<file path="src/rtl/decode_pkg.sv">
`default_nettype none
//==============================================================================
// Package : decode_pkg
// Opcodes, control words, decoded-packet type and skid state for decode_stage.
// Rev     : 1.0
//==============================================================================
package decode_pkg;

    localparam logic [6:0] OPC_LUI    = 7'b0110111;
    localparam logic [6:0] OPC_AUIPC  = 7'b0010111;
    localparam logic [6:0] OPC_JAL    = 7'b1101111;
    localparam logic [6:0] OPC_JALR   = 7'b1100111;
    localparam logic [6:0] OPC_BRANCH = 7'b1100011;
    localparam logic [6:0] OPC_LOAD   = 7'b0000011;
    localparam logic [6:0] OPC_STORE  = 7'b0100011;
    localparam logic [6:0] OPC_OPIMM  = 7'b0010011;
    localparam logic [6:0] OPC_OP     = 7'b0110011;

    // Instruction-format one-hot {R,I,S,B,U,J,Z}
    localparam logic [6:0] T_R = 7'b1000000;
    localparam logic [6:0] T_I = 7'b0100000;
    localparam logic [6:0] T_S = 7'b0010000;
    localparam logic [6:0] T_B = 7'b0001000;
    localparam logic [6:0] T_U = 7'b0000100;
    localparam logic [6:0] T_J = 7'b0000010;

    localparam logic [1:0] ALUOP_MULDIV = 2'b11;

    // {branch, jump[1:0], mem_read, mem_write, reg_write, to_reg, result_sel[1:0],
    //  alu_src, pc_add, types[6:0], alu_ctrlop[1:0], valid_inst}
    localparam logic [20:0] DEC_LUI    = {1'b0, 2'b00, 1'b0, 1'b0, 1'b1, 1'b0, 2'b10, 1'b0, 1'b0, T_U, 2'b00, 1'b1};
    localparam logic [20:0] DEC_AUIPC  = {1'b0, 2'b00, 1'b0, 1'b0, 1'b1, 1'b0, 2'b01, 1'b1, 1'b1, T_U, 2'b00, 1'b1};
    localparam logic [20:0] DEC_JAL    = {1'b0, 2'b01, 1'b0, 1'b0, 1'b1, 1'b0, 2'b11, 1'b0, 1'b1, T_J, 2'b00, 1'b1};
    localparam logic [20:0] DEC_JALR   = {1'b0, 2'b10, 1'b0, 1'b0, 1'b1, 1'b0, 2'b11, 1'b1, 1'b0, T_I, 2'b00, 1'b1};
    localparam logic [20:0] DEC_BRANCH = {1'b1, 2'b00, 1'b0, 1'b0, 1'b0, 1'b0, 2'b00, 1'b0, 1'b1, T_B, 2'b01, 1'b1};
    localparam logic [20:0] DEC_LOAD   = {1'b0, 2'b00, 1'b1, 1'b0, 1'b1, 1'b1, 2'b01, 1'b1, 1'b0, T_I, 2'b00, 1'b1};
    localparam logic [20:0] DEC_STORE  = {1'b0, 2'b00, 1'b0, 1'b1, 1'b0, 1'b0, 2'b00, 1'b1, 1'b0, T_S, 2'b00, 1'b1};
    localparam logic [20:0] DEC_OPIMM  = {1'b0, 2'b00, 1'b0, 1'b0, 1'b1, 1'b0, 2'b01, 1'b1, 1'b0, T_I, 2'b10, 1'b1};
    localparam logic [20:0] DEC_OP     = {1'b0, 2'b00, 1'b0, 1'b0, 1'b1, 1'b0, 2'b01, 1'b0, 1'b0, T_R, 2'b10, 1'b1};
    localparam logic [20:0] DEC_INVALID = 21'd0;

    typedef struct packed {
        logic [4:0]  rs1;
        logic [4:0]  rs2;
        logic [4:0]  rd;
        logic [2:0]  funct3;
        logic [6:0]  funct7;
        logic [20:0] ctrl;
        logic [31:0] imm;
        logic        illegal;
    } decode_pkt_t;

    typedef enum logic [1:0] {
        SKID_EMPTY = 2'd0,
        SKID_ONE   = 2'd1,
        SKID_TWO   = 2'd2
    } skid_state_e;

endpackage
`default_nettype wire

</file>
<file path="src/rtl/decode_comb.sv">
`default_nettype none
//==============================================================================
// Module : decode_comb
// Combinational RV32I(+M) decoder: instruction word to decoded packet.
// Rev    : 1.0
//==============================================================================
module decode_comb
    import decode_pkg::*;
#(
    parameter int EN_M = 0
) (
    input  logic [31:0]  instr,
    output decode_pkt_t  pkt
);

    logic [6:0]  w_opcode;
    logic [6:0]  w_funct7;
    logic [2:0]  w_funct3;
    logic        w_f7_base;
    logic        w_f7_mul;
    logic [20:0] w_ctrl;
    logic [31:0] w_imm;
    logic        w_known;
    logic        w_bad_f7;
    logic        w_illegal;

    assign w_opcode  = instr[6:0];
    assign w_funct3  = instr[14:12];
    assign w_funct7  = instr[31:25];
    assign w_f7_base = (w_funct7 == 7'b0000000) || (w_funct7 == 7'b0100000);
    assign w_f7_mul  = (EN_M != 0) && (w_funct7 == 7'b0000001);

    always_comb begin
        w_ctrl   = DEC_INVALID;
        w_imm    = '0;
        w_known  = 1'b1;
        w_bad_f7 = 1'b0;
        case (w_opcode)
            OPC_LUI: begin
                w_ctrl = DEC_LUI;
                w_imm  = {instr[31:12], 12'b0};
            end
            OPC_AUIPC: begin
                w_ctrl = DEC_AUIPC;
                w_imm  = {instr[31:12], 12'b0};
            end
            OPC_JAL: begin
                w_ctrl = DEC_JAL;
                w_imm  = {{11{instr[31]}}, instr[31], instr[19:12], instr[20], instr[30:21], 1'b0};
            end
            OPC_JALR: begin
                w_ctrl = DEC_JALR;
                w_imm  = {{20{instr[31]}}, instr[31:20]};
            end
            OPC_BRANCH: begin
                w_ctrl = DEC_BRANCH;
                w_imm  = {{19{instr[31]}}, instr[31], instr[7], instr[30:25], instr[11:8], 1'b0};
            end
            OPC_LOAD: begin
                w_ctrl = DEC_LOAD;
                w_imm  = {{20{instr[31]}}, instr[31:20]};
            end
            OPC_STORE: begin
                w_ctrl = DEC_STORE;
                w_imm  = {{20{instr[31]}}, instr[31:25], instr[11:7]};
            end
            OPC_OPIMM: begin
                w_ctrl = DEC_OPIMM;
                w_imm  = {{20{instr[31]}}, instr[31:20]};
                // Shift-immediates reuse funct7 as an opcode extension
                if ((w_funct3[1:0] == 2'b01) && !w_f7_base) begin
                    w_bad_f7 = 1'b1;
                end
            end
            OPC_OP: begin
                w_ctrl = DEC_OP;
                if (w_f7_mul) begin
                    w_ctrl[2:1] = ALUOP_MULDIV;
                end else if (!w_f7_base) begin
                    w_bad_f7 = 1'b1;
                end
            end
            default: begin
                w_known = 1'b0;
            end
        endcase
    end

    assign w_illegal = (instr[1:0] != 2'b11) || !w_known || w_bad_f7;

    always_comb begin
        pkt         = '0;
        pkt.rs1     = instr[19:15];
        pkt.rs2     = instr[24:20];
        pkt.rd      = instr[11:7];
        pkt.funct3  = w_funct3;
        pkt.funct7  = w_funct7;
        pkt.illegal = w_illegal;
        pkt.ctrl    = w_illegal ? DEC_INVALID : w_ctrl;
        pkt.imm     = w_illegal ? 32'd0 : w_imm;
    end

endmodule
`default_nettype wire

</file>
<file path="src/rtl/decode_stage.sv">
`default_nettype none
//==============================================================================
// Module : decode_stage
// Registered RV32I decode stage with a 2-entry skid buffer and flush.
// Rev    : 1.0
//==============================================================================
module decode_stage
    import decode_pkg::*;
#(
    parameter int ADDR_W = 32,
    parameter int EN_M   = 0
) (
    input  logic              clk,
    input  logic              rst_n,
    input  logic              flush,
    input  logic              in_valid,
    output logic              in_ready,
    input  logic [31:0]       in_instr,
    input  logic [ADDR_W-1:0] in_pc,
    output logic              out_valid,
    input  logic              out_ready,
    output logic [ADDR_W-1:0] out_pc,
    output logic [4:0]        rs1_addr,
    output logic [4:0]        rs2_addr,
    output logic [4:0]        rd_addr,
    output logic [2:0]        funct3,
    output logic [6:0]        funct7,
    output logic [20:0]       ctrl,
    output logic [31:0]       imm,
    output logic              illegal
);

    decode_pkt_t       w_dec;
    decode_pkt_t       r_head;
    decode_pkt_t       r_skid;
    logic [ADDR_W-1:0] r_head_pc;
    logic [ADDR_W-1:0] r_skid_pc;
    skid_state_e       r_state;
    logic              w_accept;
    logic              w_drain;

    decode_comb #(
        .EN_M (EN_M)
    ) u_decode_comb (
        .instr (in_instr),
        .pkt   (w_dec)
    );

    // Handshakes depend only on registered state, never on out_ready
    assign in_ready  = (r_state != SKID_TWO);
    assign out_valid = (r_state != SKID_EMPTY);
    assign w_accept  = in_valid && in_ready && !flush;
    assign w_drain   = out_valid && out_ready;

    always_ff @(posedge clk or negedge rst_n) begin
        if (!rst_n) begin
            r_state   <= SKID_EMPTY;
            r_head    <= '0;
            r_skid    <= '0;
            r_head_pc <= '0;
            r_skid_pc <= '0;
        end else if (flush) begin
            r_state <= SKID_EMPTY;
        end else begin
            case (r_state)
                SKID_EMPTY: begin
                    if (w_accept) begin
                        r_head    <= w_dec;
                        r_head_pc <= in_pc;
                        r_state   <= SKID_ONE;
                    end
                end
                SKID_ONE: begin
                    case ({w_accept, w_drain})
                        2'b11: begin
                            r_head    <= w_dec;
                            r_head_pc <= in_pc;
                        end
                        2'b10: begin
                            r_skid    <= w_dec;
                            r_skid_pc <= in_pc;
                            r_state   <= SKID_TWO;
                        end
                        2'b01: begin
                            r_state <= SKID_EMPTY;
                        end
                        default: begin
                        end
                    endcase
                end
                SKID_TWO: begin
                    if (w_drain) begin
                        r_head    <= r_skid;
                        r_head_pc <= r_skid_pc;
                        r_state   <= SKID_ONE;
                    end
                end
                default: begin
                    r_state <= SKID_EMPTY;
                end
            endcase
        end
    end

    assign out_pc   = r_head_pc;
    assign rs1_addr = r_head.rs1;
    assign rs2_addr = r_head.rs2;
    assign rd_addr  = r_head.rd;
    assign funct3   = r_head.funct3;
    assign funct7   = r_head.funct7;
    assign ctrl     = r_head.ctrl;
    assign imm      = r_head.imm;
    assign illegal  = r_head.illegal;

endmodule
`default_nettype wire

</file>
<file path="config.mk">
export PLATFORM = sky130hd
export DESIGN_NAME = decode_stage
export DESIGN_NICKNAME = d
export VERILOG_FILES = /design/src/rtl/decode_pkg.sv /design/src/rtl/decode_comb.sv /design/src/rtl/decode_stage.sv
export SDC_FILE = /design/constraint.sdc
export NUM_CORES = 1
export LEC_CHECK = 0
export CAP_MARGIN = 0
export CELL_PAD_IN_SITES_DETAIL_PLACEMENT = 1
export CELL_PAD_IN_SITES_GLOBAL_PLACEMENT = 2
export CORE_MARGIN = 3
export CORE_UTILIZATION = 32
export CTS_BUF_LIST = sky130_fd_sc_hd__clkbuf_4
export DETAILED_ROUTE_END_ITERATION = 10
export GPL_ROUTABILITY_DRIVEN = 0
export GPL_TIMING_DRIVEN = 1
export PLACE_DENSITY_LB_ADDON = 0.1
export SLEW_MARGIN = 20
export SYNTH_ARGS = -nofsm -noshare
export SYNTH_HDL_FRONTEND = slang
export SYNTH_SLANG_ARGS = --single-unit
</file>
<file path="constraint.sdc">
create_clock -name clk -period 2.5 [get_ports clk]
set_clock_uncertainty 0.2 [all_clocks]
set_input_delay 0.5 -clock clk [delete_from_list [all_inputs] [get_ports clk]]
set_output_delay 0.5 -clock clk [all_outputs]
set_load 0.05 [all_outputs]
</file>
=== After elaboration in Yosys (flattened, before gate mapping) ===
Cells that the tools add are included.
Widths: inputs -> output; s select.

* Register bits after elaboration: 224
* Input bits: 69
* Output and inout port bits: 113

* Eq/ne operators: 24
* Reduce and logical (&&, ||, !) cells: 20
* Multiplexer cells: 21
* Bitwise operators: 1

{| class="wikitable"
|+ Operator list
! operator !! count
|-
| $mux 79 || 3
|-
| $pmux 79 s3 || 1
|-
| $pmux 21 s9 || 1
|-
| $pmux 32 s5 || 1
|-
| $mux 32 || 4
|-
| $pmux 32 s3 || 1
|-
| $eq 7x6->1 const B || 4
|-
| $eq 7x7->1 const B || 3
|-
| $mux 21 || 1
|-
| $eq 7x5->1 const B || 2
|-
| $reduce_or 9->1 || 1
|-
| $ne 2x2->1 const B || 4
|-
| $eq 7x2->1 const B || 1
|-
| $logic_not 7->1 || 1
|-
| $eq 2x1->1 const B || 3
|-
| $eq 2x2->1 const B || 3
|-
| $mux 2 || 3
|-
| $ne 3x3->1 const B || 2
|-
| $pmux 2 s3 || 1
|-
| $reduce_and 3->1 || 2
|-
| $reduce_and 5->1 || 1
|-
| $logic_and 1x1->1 || 4
|-
| $ne 4x4->1 const B || 1
|-
| $pmux 2 s2 || 1
|-
| other kinds (11) || 17
|}

=== Longest topological paths before layout ===
* Depth after elaboration: 10
* Depth in mapped cells: 8
* Depth with buffers taken out: 5

=== Hierarchy ===
From an unflattened synthesis, not the netlist that was laid out.

* Cell total of the unflattened synthesis: 785
* Area, all modules: 11441.0 um^2

{| class="wikitable"
|+ By module, submodules not included
! module !! area each (um^2) !! times used !! cells an instance
|-
| decode_stage || 10251.1 || 1 || 610
|-
| decode_comb || 1189.9 || 1 || 175
|}

=== Worst setup path before layout ===
No wires, ideal clock.

* Kind: flip-flop to output port
* From: register r_state[1]
* To: output port in_ready
* Arrival time: 1.374 ns
* Slack: 0.426 ns
* Data required time: 1.800 ns
* Stages on the path, launching flop included: 5
* Cell sequence: dfrtp_1 > nor2b_1 > buf_2 > clkinv_1 > clkbuf_1

* Cells in the longest elaborated chain, start to end: 1

{| class="wikitable"
|+ Ends and longest elaborated chain
! element !! RTL line !! text
|-
| start: declaration || decode_stage.sv:38 || <nowiki>skid_state_e r_state;</nowiki>
|-
| start signal: assignment || decode_stage.sv:57 || <nowiki>r_state <= SKID_EMPTY;</nowiki>
|-
| start signal: assignment || decode_stage.sv:63 || <nowiki>r_state <= SKID_EMPTY;</nowiki>
|-
| start signal: assignment || decode_stage.sv:70 || <nowiki>r_state <= SKID_ONE;</nowiki>
|-
| $ne 2x2->1 || decode_stage.sv:50 || <nowiki>assign in_ready = (r_state != SKID_TWO);</nowiki>
|-
| end: declaration || decode_stage.sv:17 || <nowiki>output logic in_ready,</nowiki>
|}

Every way passes these cells.

=== Worst setup path in the final report ===
* From: register r_state[0]
* To: output port out_valid

* Cells in the longest elaborated chain, start to end: 1

{| class="wikitable"
|+ Ends and longest elaborated chain
! element !! RTL line !! text
|-
| $reduce_bool 2->1 || decode_stage.sv:51 || <nowiki>assign out_valid = (r_state != SKID_EMPTY);</nowiki>
|-
| end: declaration || decode_stage.sv:20 || <nowiki>output logic out_valid,</nowiki>
|}

Every way passes these cells.

==> reports/metrics.yaml <==
drv_cap: 0
setup_viol: 0
dr.pass1.iters: 4
finalCritPeriodShare: 0.946
worst_slack_ns: 0.135
ys_seq_elements: 212
cts_buffers: 61
dpl_cell_area_mm2: 0.0121
ios: 182
grt_first_pass_wirelength_um: 49600
cellLeakagePower_uw: 0.00606
fill_cells: 3335
cp_max_fo: 5
rsz0062_at_grt: "no"
overflow: 0
synth_warnings: 0
drive_gt1_frac: 0.149
fp.dieH_um: 176
max_freq_mhz: 423
vias: 8462
cts_tree: "done"
grt_max_degree: 56
cp-start-kind: "register"
crit_path_end_kind: "primary output"
htree_levels: 2
insertion_delay_ns: 0.68
synth_top_area_frac: 0.571
ant_nets: 0
hp-class: "in -> reg"
worstPathRequired_ns: 1.80
clk_pin_slew_ns: 0.06
via_per_inst: 4.82
cts.sinks: 212
wirelength_um: 31100
die_w_um: 176
syn_nets: 1142
cts.path.max_buffers: 3
layout.nets: 1397
status: "finished clean"
mostFrequentLayoutCell: "nand2_1"
antenna_found_initial: 1
rows: 61
dp_hpwl_um: 21200
final_cell_mix: "nand2_1 (364), dfrtp_1 (212), nor2_1 (110), dlygate4sd2_1 (110), clkbuf_4 (93)"
hold_viol: 0
worst_slew_pin_slew_ns: 0.648
area_growth_pct: 37.6
cts-root-buf: "clkbuf_4"
coreArea_mm2: 0.0282
p_per_area_mw_per_mm2: 797
ys_top_cells_by_area: "dfrtp_1 (57%), nand2_1 (15%), nor2_1 (4.4%)"
syn_avg_cell_area_um2: 8.66
routedWlPerCell_um: 17.7
yosysSeqAreaShare: 0.571
finalMaxSlewViolations: 0
ys_types: 55
synth_flop_cell: "dfrtp_1"
dieArea_mm2: 0.0311
drc_errors: 0
grt_pass1_vias: 8949
yosysTopAreaCell: "dfrtp_1"
critPathKind: "reg -> out"
timing.slew.headroom: 0.563
initial_core_util: 0.330
synth_cells: 1073
crit_arrival_ns: 1.66
dp_worst_setup_slack_ns: -0.198
synth_area_mm2: 0.00929
period_minus_slack_ns: 2.36
synth-edff-count: 0
peakVddDrop_mv: 0.330
final_design_area_no_fill_mm2: 0.0128
portBuffers: 180
synthArstFlopShare: 1.00
drtIter0Drc: 483
grtUsageTotal: 0.199
[worst max-delay path, cell delays in order (launching register included)]
cell and delay, ns:
dfrtp_1 0.44, or2_2 0.31, clkbuf_2 0.24
[routing by layer]
layer / up-vias / GRT usage / share of wire
li1: 4130 / - / -
met1: 4102 / 0.276 / 0.47
met2: 193 / 0.328 / 0.47
met3: 37 / 0.0368 / 0.048
met4: 0 / 0.0442 / 0.013
met5: - / 0 / 0
[kinds of logic (layout without fill, tap and decap cells)]
kind of cell,Yosys count,count (layout),share of synthesized area
compound gates,243,243,0.155
xor+xnor,1,1,0.000943
buf+inv,87,391,0.0431
flops,212,212,0.571
mux,1,1,0.00108
other cells,1,2,0.000404
simple gates,528,528,0.229
[cells in the mapped netlist (6+ instances only)]
library cell and number:
dfrtp_1 212, o22ai_1 36, buf_1 6, o31ai_1 10, o21ai_0 41, buf_4 8, a21oi_1 73, inv_1 8
nand2_1 365, a31oi_1 55, buf_2 23, clkbuf_1 39, o21ai_1 6, nor2_1 110, nand3_1 15
[metrics by stage]
stage	power [uW]	utilization	cells	TNS, ns	hold slack, ns
4_1_cts	10300	0.454	1755	-0.121	0.122
3_5_place_dp	7270	0.430	1639	-7.60	0.169
6_report	10200	0.454	1756	0	0.185
3_3_place_gp	7230	0.430	1639	-4.52	0.166
2_1_floorplan	6050	-	1073	0	0.00441
5_1_grt	10800	0.454	1756	0	0.132
[final timing paths]
kind / endpoint / slack, ns / cells past startpoint / startpoint
max: out_valid / 0.14 / 2 / r_state[0]
max in group asynchronous: r_skid_pc[20] / 0.69 / 4 / rst_n
min: r_skid_pc[16] / 0.19 / 3 / in_pc[16]
min in group asynchronous: r_skid[74] / 0.60 / 3 / rst_n
max reg2reg: imm[2] / 0.38 / 5 / r_state[1]
min reg2reg: r_skid[77] / 0.27 / 2 / r_skid[77]
[area by class of cell]
class,count,area [um2],area share
Tap cell,378,473,0.0370
Clock buffer,93,698,0.0546
Multi-Input combinational cell,774,3610,0.283
Clock inverter,19,80.1,0.00627
Sequential cell,212,5310,0.415
Antenna cell,1,2.50,0.000196
Inverter,9,36.3,0.00284
Timing Repair Buffer,270,2570,0.201
[timing repair]
item / in CTS / in global routing
resized for setup: 111 / 3
endpoints found under the hold margin: 212 / 0
endpoints found under the setup margin: 112 / 2
buffers inserted: 1 / 0
hold buffers: 3 / 0
[state kept, by name (all words and copies together) (netlist names)]
name / flops
rs1_addr: 5
imm: 32
r_skid: 73
ctrl: 15
rd_addr: 5
r_state: 2
r_skid_pc: 32
rs2_addr: 5
funct3: 3
out_pc: 32
illegal: 1
funct7: 7
[where the power goes]
part,switching (uW),internal (uW),total (uW)
registers,306,3970,4280
clock network,1540,1700,3240
logic,1870,800,2670
total,3720,6470,10200
Note: power is estimated with default switching activity, not from simulation.
